==> src/rtl/ica_cordic_arbiter.sv <==
// Round-robin owner of the shared CORDIC ICA vec/rot1 port pair.
// Idle-grant watchdog is built only when CORDIC_ARB_TIMEOUT_EN is defined.
module ica_cordic_arbiter #(
  parameter int N_REQ          = 2,
  parameter int DATA_WIDTH     = 32,
  parameter int CORDIC_STAGES  = 16,
  parameter int RST_CYCLES     = 2,
  parameter int MAX_OUT        = 15,
  parameter int TIMEOUT_CYCLES = 4096
) (
  input  logic                           clk,
  input  logic                           nreset,
  input  logic [N_REQ-1:0]               req,
  input  logic [N_REQ-1:0]               rel,
  output logic [N_REQ-1:0]               gnt,
  input  logic [N_REQ-1:0]               r_vec_en,
  input  logic [N_REQ-1:0]               r_vec_angle_calc_en,
  input  logic [N_REQ-1:0]               r_rot1_en,
  input  logic [N_REQ-1:0]               r_rot1_angle_microRot_n,
  input  logic [N_REQ-1:0]               r_rot1_microRot_ext_vld,
  input  logic [N_REQ*DATA_WIDTH-1:0]    r_vec_xin,
  input  logic [N_REQ*DATA_WIDTH-1:0]    r_vec_yin,
  input  logic [N_REQ*DATA_WIDTH-1:0]    r_rot1_xin,
  input  logic [N_REQ*DATA_WIDTH-1:0]    r_rot1_yin,
  input  logic [N_REQ*CORDIC_STAGES-1:0] r_rot1_microRot,
  input  logic [N_REQ*2-1:0]             r_rot1_quad,
  output logic                           ica_cordic_vec_en,
  output logic                           ica_cordic_vec_angle_calc_en,
  output logic                           ica_cordic_rot1_en,
  output logic                           ica_cordic_rot1_angle_microRot_n,
  output logic                           ica_cordic_rot1_microRot_ext_vld,
  output logic [DATA_WIDTH-1:0]          ica_cordic_vec_xin,
  output logic [DATA_WIDTH-1:0]          ica_cordic_vec_yin,
  output logic [DATA_WIDTH-1:0]          ica_cordic_rot1_xin,
  output logic [DATA_WIDTH-1:0]          ica_cordic_rot1_yin,
  output logic [CORDIC_STAGES-1:0]       ica_cordic_rot1_microRot_in,
  output logic [1:0]                     ica_cordic_rot1_quad_in,
  output logic                           cordic_nrst,
  input  logic                           cordic_vec_opvld,
  input  logic                           cordic_rot1_opvld,
  output logic [N_REQ-1:0]               r_vec_opvld,
  output logic [N_REQ-1:0]               r_rot1_opvld,
  output logic                           busy,
  output logic                           timeout
);

  localparam int IW = $clog2(N_REQ);
  localparam int RW = $clog2(RST_CYCLES + 1);
  localparam int CW = $clog2(MAX_OUT + 1);

  typedef enum logic [1:0] {
    IDLE,
    CRST,
    GRANT,
    DRAIN
  } state_t;

  state_t          state_q, state_d;
  logic [IW-1:0]   owner_q, owner_d;
  logic [IW-1:0]   ptr_q, ptr_d;
  logic [RW-1:0]   rcnt_q, rcnt_d;
  logic [CW-1:0]   vout_q, rout_q;
  logic [N_REQ-1:0] gnt_q;
  logic            nrst_q;
  logic [IW:0]     sel;
  logic            grant, route, tmo_fire;

  function automatic logic [IW-1:0] inc(input logic [IW-1:0] i);
    return (i == IW'(N_REQ - 1)) ? '0 : i + 1'b1;
  endfunction

  // {found, index} of the first requester at or after start
  function automatic logic [IW:0] pick(
    input logic [N_REQ-1:0] r,
    input logic [IW-1:0]    start
  );
    logic [IW:0]   res;
    logic [IW-1:0] idx;
    res = '0;
    idx = start;
    for (int k = 0; k < N_REQ; k++) begin
      if (!res[IW] && r[idx]) res = {1'b1, idx};
      idx = inc(idx);
    end
    return res;
  endfunction

  function automatic logic [N_REQ-1:0] onehot(input logic [IW-1:0] i);
    logic [N_REQ-1:0] v;
    v = '0;
    v[i] = 1'b1;
    return v;
  endfunction

  function automatic logic [CW-1:0] step(
    input logic [CW-1:0] c,
    input logic          up,
    input logic          dn
  );
    logic [CW-1:0] r;
    r = c;
    if (up && !dn && c != CW'(MAX_OUT)) r = c + 1'b1;
    else if (dn && !up && c != '0) r = c - 1'b1;
    return r;
  endfunction

  assign grant = (state_q == GRANT);
  assign route = (state_q == GRANT) || (state_q == DRAIN);
  assign sel   = pick(req, ptr_q);

`ifdef CORDIC_ARB_TIMEOUT_EN
  localparam int TW = $clog2(TIMEOUT_CYCLES + 1);
  logic [TW-1:0] tcnt_q;
  logic          activity, idle_hit, timeout_q;
  logic [IW:0]   tsel;

  assign activity = ica_cordic_vec_en | ica_cordic_rot1_en
                  | cordic_vec_opvld | cordic_rot1_opvld;
  assign idle_hit = grant && !activity
                  && (tcnt_q == TW'(TIMEOUT_CYCLES - 1));
  assign tsel     = pick(req, inc(owner_q));
`endif

  always_comb begin
    state_d  = state_q;
    owner_d  = owner_q;
    ptr_d    = ptr_q;
    rcnt_d   = rcnt_q;
    tmo_fire = 1'b0;
    unique case (state_q)
      IDLE: begin
        if (sel[IW]) begin
          state_d = CRST;
          owner_d = sel[IW-1:0];
          rcnt_d  = '0;
        end
      end
      CRST: begin
        if (rcnt_q == RW'(RST_CYCLES - 1)) state_d = GRANT;
        else rcnt_d = rcnt_q + 1'b1;
      end
      GRANT: begin
        if (rel[owner_q]) begin
          state_d = DRAIN;
          ptr_d   = inc(owner_q);
        end
`ifdef CORDIC_ARB_TIMEOUT_EN
        else if (idle_hit) begin
          state_d  = CRST;
          rcnt_d   = '0;
          tmo_fire = 1'b1;
          ptr_d    = inc(owner_q);
          owner_d  = tsel[IW] ? tsel[IW-1:0] : inc(owner_q);
        end
`endif
      end
      DRAIN: begin
        if (vout_q == '0 && rout_q == '0) state_d = IDLE;
      end
      default: state_d = IDLE;
    endcase
  end

  always_ff @(posedge clk) begin
    if (!nreset) begin
      state_q <= IDLE;
      owner_q <= '0;
      ptr_q   <= '0;
      rcnt_q  <= '0;
      vout_q  <= '0;
      rout_q  <= '0;
      gnt_q   <= '0;
      nrst_q  <= 1'b0;
    end else begin
      state_q <= state_d;
      owner_q <= owner_d;
      ptr_q   <= ptr_d;
      rcnt_q  <= rcnt_d;
      gnt_q   <= (state_d == GRANT) ? onehot(owner_d) : '0;
      nrst_q  <= (state_d != CRST);
      if (tmo_fire) begin
        vout_q <= '0;
        rout_q <= '0;
      end else begin
        vout_q <= step(vout_q, ica_cordic_vec_en, cordic_vec_opvld);
        rout_q <= step(rout_q, ica_cordic_rot1_en, cordic_rot1_opvld);
      end
    end
  end

`ifdef CORDIC_ARB_TIMEOUT_EN
  always_ff @(posedge clk) begin
    if (!nreset) begin
      tcnt_q    <= '0;
      timeout_q <= 1'b0;
    end else begin
      if (grant && !activity && !idle_hit) tcnt_q <= tcnt_q + 1'b1;
      else tcnt_q <= '0;
      if (tmo_fire) timeout_q <= 1'b1;
      else if (state_q == CRST && state_d == GRANT) timeout_q <= 1'b0;
    end
  end

  assign timeout = timeout_q;
`else
  logic unused_tmo;
  assign unused_tmo = ^TIMEOUT_CYCLES;
  assign timeout    = 1'b0;
`endif

  assign gnt         = gnt_q;
  assign cordic_nrst = nrst_q;
  assign busy        = (state_q != IDLE);

  assign ica_cordic_vec_en =
    grant & r_vec_en[owner_q];
  assign ica_cordic_vec_angle_calc_en =
    grant & r_vec_angle_calc_en[owner_q];
  assign ica_cordic_rot1_en =
    grant & r_rot1_en[owner_q];
  assign ica_cordic_rot1_angle_microRot_n =
    grant & r_rot1_angle_microRot_n[owner_q];
  assign ica_cordic_rot1_microRot_ext_vld =
    grant & r_rot1_microRot_ext_vld[owner_q];

  assign ica_cordic_vec_xin = grant ?
    r_vec_xin[int'(owner_q)*DATA_WIDTH +: DATA_WIDTH] : '0;
  assign ica_cordic_vec_yin = grant ?
    r_vec_yin[int'(owner_q)*DATA_WIDTH +: DATA_WIDTH] : '0;
  assign ica_cordic_rot1_xin = grant ?
    r_rot1_xin[int'(owner_q)*DATA_WIDTH +: DATA_WIDTH] : '0;
  assign ica_cordic_rot1_yin = grant ?
    r_rot1_yin[int'(owner_q)*DATA_WIDTH +: DATA_WIDTH] : '0;
  assign ica_cordic_rot1_microRot_in = grant ?
    r_rot1_microRot[int'(owner_q)*CORDIC_STAGES +: CORDIC_STAGES] : '0;
  assign ica_cordic_rot1_quad_in = grant ?
    r_rot1_quad[int'(owner_q)*2 +: 2] : '0;

  // strobes follow the owner until its in-flight work has drained
  assign r_vec_opvld  = (route && cordic_vec_opvld) ? onehot(owner_q) : '0;
  assign r_rot1_opvld = (route && cordic_rot1_opvld) ? onehot(owner_q) : '0;

endmodule

==> config.mk <==
export PLATFORM = sky130hd
export DESIGN_NAME = ica_cordic_arbiter
export DESIGN_NICKNAME = d
export VERILOG_FILES = /design/src/rtl/ica_cordic_arbiter.sv
export SDC_FILE = /design/constraint.sdc
export NUM_CORES = 1
export LEC_CHECK = 0
export CAP_MARGIN = 20
export CORE_AREA = 2 2 182 184
export CTS_CLUSTER_DIAMETER = 80
export DETAILED_ROUTE_END_ITERATION = 12
export DIE_AREA = 0 0 184 186
export DONT_BUFFER_PORTS = 1
export PLACE_DENSITY = 0.32
export SYNTH_ARGS = -nofsm -noshare
export SYNTH_HDL_FRONTEND = slang
export SYNTH_SLANG_ARGS = --single-unit
export TNS_END_PERCENT = 5
==> constraint.sdc <==
create_clock -name clk -period 2.85 [get_ports clk]
set_input_delay 0.855 -clock clk [delete_from_list [all_inputs] [get_ports clk]]
set_output_delay 0.855 -clock clk [all_outputs]
set_load 0.01 [all_outputs]
==> results of run 1 <==
## flip-flops by register name (all words and copies together), names as in the netlist
register,count
owner_q,1
vout_q,4
rout_q,4
ptr_q,1
gnt,2
state_q,2
rcnt_q,2
cordic_nrst,1
## logic make-up (layout without fill, tap and decap cells)
kind of cell / after synthesis / in the layout / synth area share [%]
mux: 156 / 156 / 47.0
other cells: 1 / 1 / 0.113
xor+xnor: 2 / 2 / 0.528
buf+inv: 44 / 177 / 6.22
fa+ha+maj: 7 / 7 / 3.09
flops: 17 / 17 / 10.2
compound gates: 31 / 31 / 6.93
simple gates: 201 / 201 / 25.8
## stage by stage
stage	hold WS, ps	utilization, %
2_1_floorplan	457	-
3_3_place_gp	475	15.5
3_5_place_dp	492	15.5
4_1_cts	503	15.7
5_1_grt	566	15.7
6_report	503	15.7
## final timing paths
check | startpoint | to | cells past startpoint
min reg2reg | rcnt_q[1]$_SDFFE_PN0P_ | rcnt_q[1]$_SDFFE_PN0P_ | 2
min | rcnt_q[1]$_SDFFE_PN0P_ | rcnt_q[1]$_SDFFE_PN0P_ | 2
max reg2reg | owner_q$_SDFF_PN0_ | rout_q[3]$_SDFFE_PN0P_ | 9
max | owner_q$_SDFF_PN0_ | ica_cordic_vec_yin[4] | 5
## worst max-delay path, stage by stage, from the launching register on
cell and delay, ps:
dfxtp_4 370, buf_12 250, buf_12 240, mux2i_1 320, nor2_1 80, buf_4 150
## synth_stat cells
library cell / n
and3b_1: 2
and2_1: 1
clkbuf_1: 8
fa_1: 2
a41o_2: 2
a2bb2oi_1: 1
dfxtp_1: 17
nand3_1: 3
ha_1: 5
or4_1: 2
inv_1: 5
nand2b_1: 1
nor3_2: 2
o211ai_1: 1
a32oi_1: 1
buf_2: 30
conb_1: 1
nor4b_1: 2
nor2_1: 161
o21ai_0: 2
o21ai_1: 4
nor3_1: 2
o311a_1: 2
o211a_2: 2
and3_1: 2
nand4_1: 2
nor3b_2: 2
buf_4: 1
a21boi_0: 2
xnor2_1: 2
o31ai_1: 1
nand2b_4: 1
nand2_1: 12
nor4_1: 2
mux2i_1: 156
a21oi_1: 10
o21a_1: 1
o311ai_2: 2
nor2b_1: 4
## power by group
part           switching, mW  total, mW  internal [mW]
logic                  0.524       1.01          0.486
clock network         0.0914      0.281          0.190
registers             0.0882      0.388          0.300
total                  0.703       1.68          0.976
## routing by layer
layer / share of wire (%) / track usage [%] / wire [µm]
met5: 0.15 / 0 / 25
met4: 0.32 / 0.768 / 51
met3: 6.6 / 1.10 / 1070
met2: 51 / 14.1 / 8280
met1: 42 / 10.3 / 6710
## final cells by class
type / count / share of cell area (%)
clock buffers: 4 / 1.56
inverters: 5 / 0.371
multi-input cells: 398 / 54.8
flip-flops and latches: 17 / 6.80
well taps: 408 / 10.1
repair buffers: 168 / 26.4
==> impl_metrics.tcl, run 1 <==
set metrics [dict create \
    ant_nets 0 \
    fillers 3694 \
    num_antenna_cells 0 \
    synthCells 459 \
    fin_skew_ps 0.828 \
    postPlaceCellArea_mm2 0.00498 \
    synthTopCellsByArea "mux2i_1, nor2_1, dfxtp_1" \
    slew_headroom_pct 64.0 \
    syn_nets 776 \
    hold_violations 0 \
    cp-end-kind "primary output" \
    gp_congestion 0.804 \
    clk_latency_ps 240 \
    place_inst 996 \
    yosys_register_bits 17 \
    wl_mm 16.1 \
    final_common_cell "buf_4" \
    ir_drop_uv 216 \
    stdcell_count 1000 \
    antenna_found_initial 2 \
    start_kind "register" \
    clockBufferDepth 2 \
    timing.reg2reg.setup_slack_ps 450 \
    overflow 0 \
    min_period_ps 2600 \
    drcViolationCount 0 \
    routedWlPerCell_um 16.1 \
    clock.fmax_mhz 385 \
    track_usage_pct 7.87 \
    power_mw 1.68 \
    first_pass_iters 4 \
    numPortBuffers 0 \
    crit_path_max_fanout 40 \
    start_util_pct 10.3 \
    setup_ws_ps 253 \
    fp.dieH_um 186 \
    grt_pass1_vias 3451 \
    final_cell_mix "buf_4, nor2_1, mux2i_1" \
    via_per_inst 3.81 \
    grt_start_max_net_pins 71 \
    period_share_pct 91.1 \
    die-area_mm2 0.0342 \
    grt_pass1_wl_mm 20.6 \
    yosysWarnings 0 \
    finalSetupTns_ps 0 \
    rsz0062_at_grt "no" \
    p_per_area_mw_per_mm2 332 \
    seq_area_frac_synth_pct 10.2 \
    cts_tree "done" \
    syn-cell-area_mm2 0.00332 \
    cts_made_buffers 3 \
    synth_top_area_cell "mux2i_1" \
    worst_slew_pin_slew_ps 536 \
    final_net_count 910 \
    yosysTopAreaCellShare_pct 47.0 \
    path_clk_slew_ps 50 \
    fp-row-count 66 \
    post_cts_resized 0 \
    seq_area_um2 344 \
    worstHoldPathType "reg2reg" \
    drive_above_1_share_pct 30.9 \
    crit_arrival_ps 1740 \
    maxSlewViolCount 0 \
    die_x_um 184 \
    area_growth_pct 52.4 \
    setup_violations 0 \
    postCtsSetupBuffers 0 \
    root_buffer "clkbuf_16" \
    syn_avg_cell_area_um2 7.23 \
    hold_buffers 0 \
    crit_type "reg2out" \
    pre_cts_ws_ps 360 \
    ys_types 39 \
    status "complete, no violations" \
    cellLeakagePower_nw 2.01 \
    stdcell_area_mm2 0.00506 \
    critPathRequiredTime_ps 2000 \
    hpwl_mm 14.0 \
    core_mm2 0.0322 \
    h-tree-depth 1 \
    drtIter0Drc 106 \
    num_vias 3813 \
    cts.sinks 17 \
    maxCapViolCount 0 \
    multi_input_area_mm2 0.00277 \
    pin_count 470 \
]
Power figures use the tool's default switching activity.
==> run 2, diff against run 1 <==
Settings changed: CTS_CLUSTER_DIAMETER 80 to default.
==> results of run 2 <==
The final DEF is identical to that of run 1; final timing and power are the same.
==> run 3, diff against run 2 <==
Settings changed: GPL_TIMING_DRIVEN from default to 0, RECOVER_POWER from default to 100.
==> run 3 against run 2 <==
Count of clock-buffer cells in the layout did not move; worst hold slack worse by 15 ps; utilization shrank 3.4 points; combinational power decreased by 8%; highest routed layer unchanged; setup slack got worse by 180 ps.
==> impl_metrics.tcl, run 3 (synthesis results as in run 1) <==
set metrics [dict create \
    slew_headroom_pct 62.2 \
    setup_violations 0 \
    maxCapViolCount 0 \
    routedWlPerCell_um 20.8 \
    power_mw 1.60 \
    gp_congestion 0.817 \
    drive_above_1_share_pct 11.0 \
    critPathRequiredTime_ps 2000 \
    core_mm2 0.0322 \
    hpwl_mm 15.6 \
    hold_buffers 0 \
    final_net_count 781 \
    min_period_ps 2780 \
    h-tree-depth 1 \
    period_share_pct 97.6 \
    ant_nets 0 \
    grt_pass1_vias 3046 \
    first_pass_iters 4 \
    path_clk_slew_ps 50 \
    fp.dieH_um 186 \
    clockBufferDepth 2 \
    overflow 0 \
    reg_top3 "rout_q x4, vout_q x4" \
    clock.fmax_mhz 360 \
    ir_drop_uv 188 \
    postCtsSetupBuffers 0 \
    cpMaxStageDelayCell "nor2_1" \
    status "complete, no violations" \
    worstHoldPathType "reg2reg" \
    pin_count 470 \
    area_growth_pct 19.0 \
    stdcell_count 872 \
    slowest_delay_ps 410 \
    setup_ws_ps 69.0 \
    num_vias 3470 \
    crit_chain "buf_2 > nand2b_4 > buf_4 > buf_4 > buf_2 > nor2_1" \
    fp-row-count 66 \
    crit_family "buffers and inverters" \
    worst_slew_pin_slew_ps 566 \
    drcViolationCount 0 \
    rsz0062_at_grt "no" \
    fin_skew_ps 0.936 \
    start_util_pct 10.3 \
    fillers 3720 \
    hold_violations 0 \
    cp-end-kind "primary output" \
    timing.critical_path.buf_inv 4 \
    pre_cts_ws_ps -184 \
    crit_type "reg2out" \
    root_buffer "clkbuf_16" \
    die_x_um 184 \
    numPortBuffers 0 \
    track_usage_pct 9.08 \
    final_common_cell "nor2_1" \
    fin_hold_ws_ps 488 \
    antenna_found_initial 3 \
    cellLeakagePower_nw 1.24 \
    grt_start_max_net_pins 11 \
    clk_latency_ps 250 \
    cts_made_buffers 3 \
    cts.sinks 17 \
    via_per_inst 3.98 \
    start_kind "register" \
    grt_pass1_wl_mm 21.9 \
    wl_mm 18.1 \
    finalSetupTns_ps 0 \
    cts_tree "done" \
    crit_path_max_fanout 10 \
    crit_arrival_ps 1930 \
    place_inst 867 \
    die-area_mm2 0.0342 \
    p_per_area_mw_per_mm2 405 \
    maxSlewViolCount 0 \
    final_cell_mix "nor2_1, mux2i_1, dfxtp_1" \
    drtIter0Drc 171 \
]
-- run 3: worst paths after layout --
| check | startpoint | to | slack (ps) | cells past startpoint |
|---|---|---|---|---|
| max | state_q[0]$_SDFF_PN0_ | ica_cordic_rot1_microRot_in[1] | 70 | 6 |
| min reg2reg | rcnt_q[1]$_SDFFE_PN0P_ | rcnt_q[1]$_SDFFE_PN0P_ | 490 | 2 |
| max reg2reg | owner_q$_SDFF_PN0_ | rout_q[3]$_SDFFE_PN0P_ | 340 | 9 |
| min | rcnt_q[1]$_SDFFE_PN0P_ | rcnt_q[1]$_SDFFE_PN0P_ | 490 | 2 |
-- run 3: worst register-to-register path, cell delays in order (launching register included) --
cell	delay (ps)
dfxtp_1	300
buf_2	220
mux2i_1	200
nor3_2	470
inv_1	170
ha_1	350
a21oi_1	260
a21boi_0	140
mux2i_1	140
o311ai_0	130
-- run 3: per-layer routing --
layer	up-vias	global-route usage (%)	routed length (µm)
met2	237	14.9	8710
met3	18	1.74	1260
met4	4	2.91	449
met5	-	0	23
li1	1586	-	-
met1	1625	11.9	7660
-- run 3: final cells by class --
cell class / count / area (µm²) / area share, %
Sequential cell: 17 / 340 / 8.61
Antenna cell: 1 / 2.50 / 0.0633
Buffer: 39 / 220 / 5.57
Multi-Input combinational cell: 398 / 2780 / 70.4
Tap cell: 408 / 510 / 12.9
Inverter: 5 / 18.8 / 0.475
Clock buffer: 4 / 78.8 / 1.99
-- run 3: through the flow --
stage,util (%),cell area (µm²)
2_1_floorplan,-,3320
3_3_place_gp,11.9,3830
3_5_place_dp,11.9,3830
4_1_cts,12.3,3950
5_1_grt,12.3,3950
6_report,12.3,3950
-- run 3: power breakdown --
part / leakage, nW / internal, mW / total (mW) / switching, mW
Combinational: 1.06 / 0.397 / 0.929 / 0.533
Sequential: 0.140 / 0.299 / 0.385 / 0.0854
Clock: 0.0382 / 0.190 / 0.284 / 0.0942
-- run 3: repair_timing --
item                       in CTS  in global routing
gates resized for setup        15                  4
setup endpoints to repair     113                  3
pin swaps                       0                  0
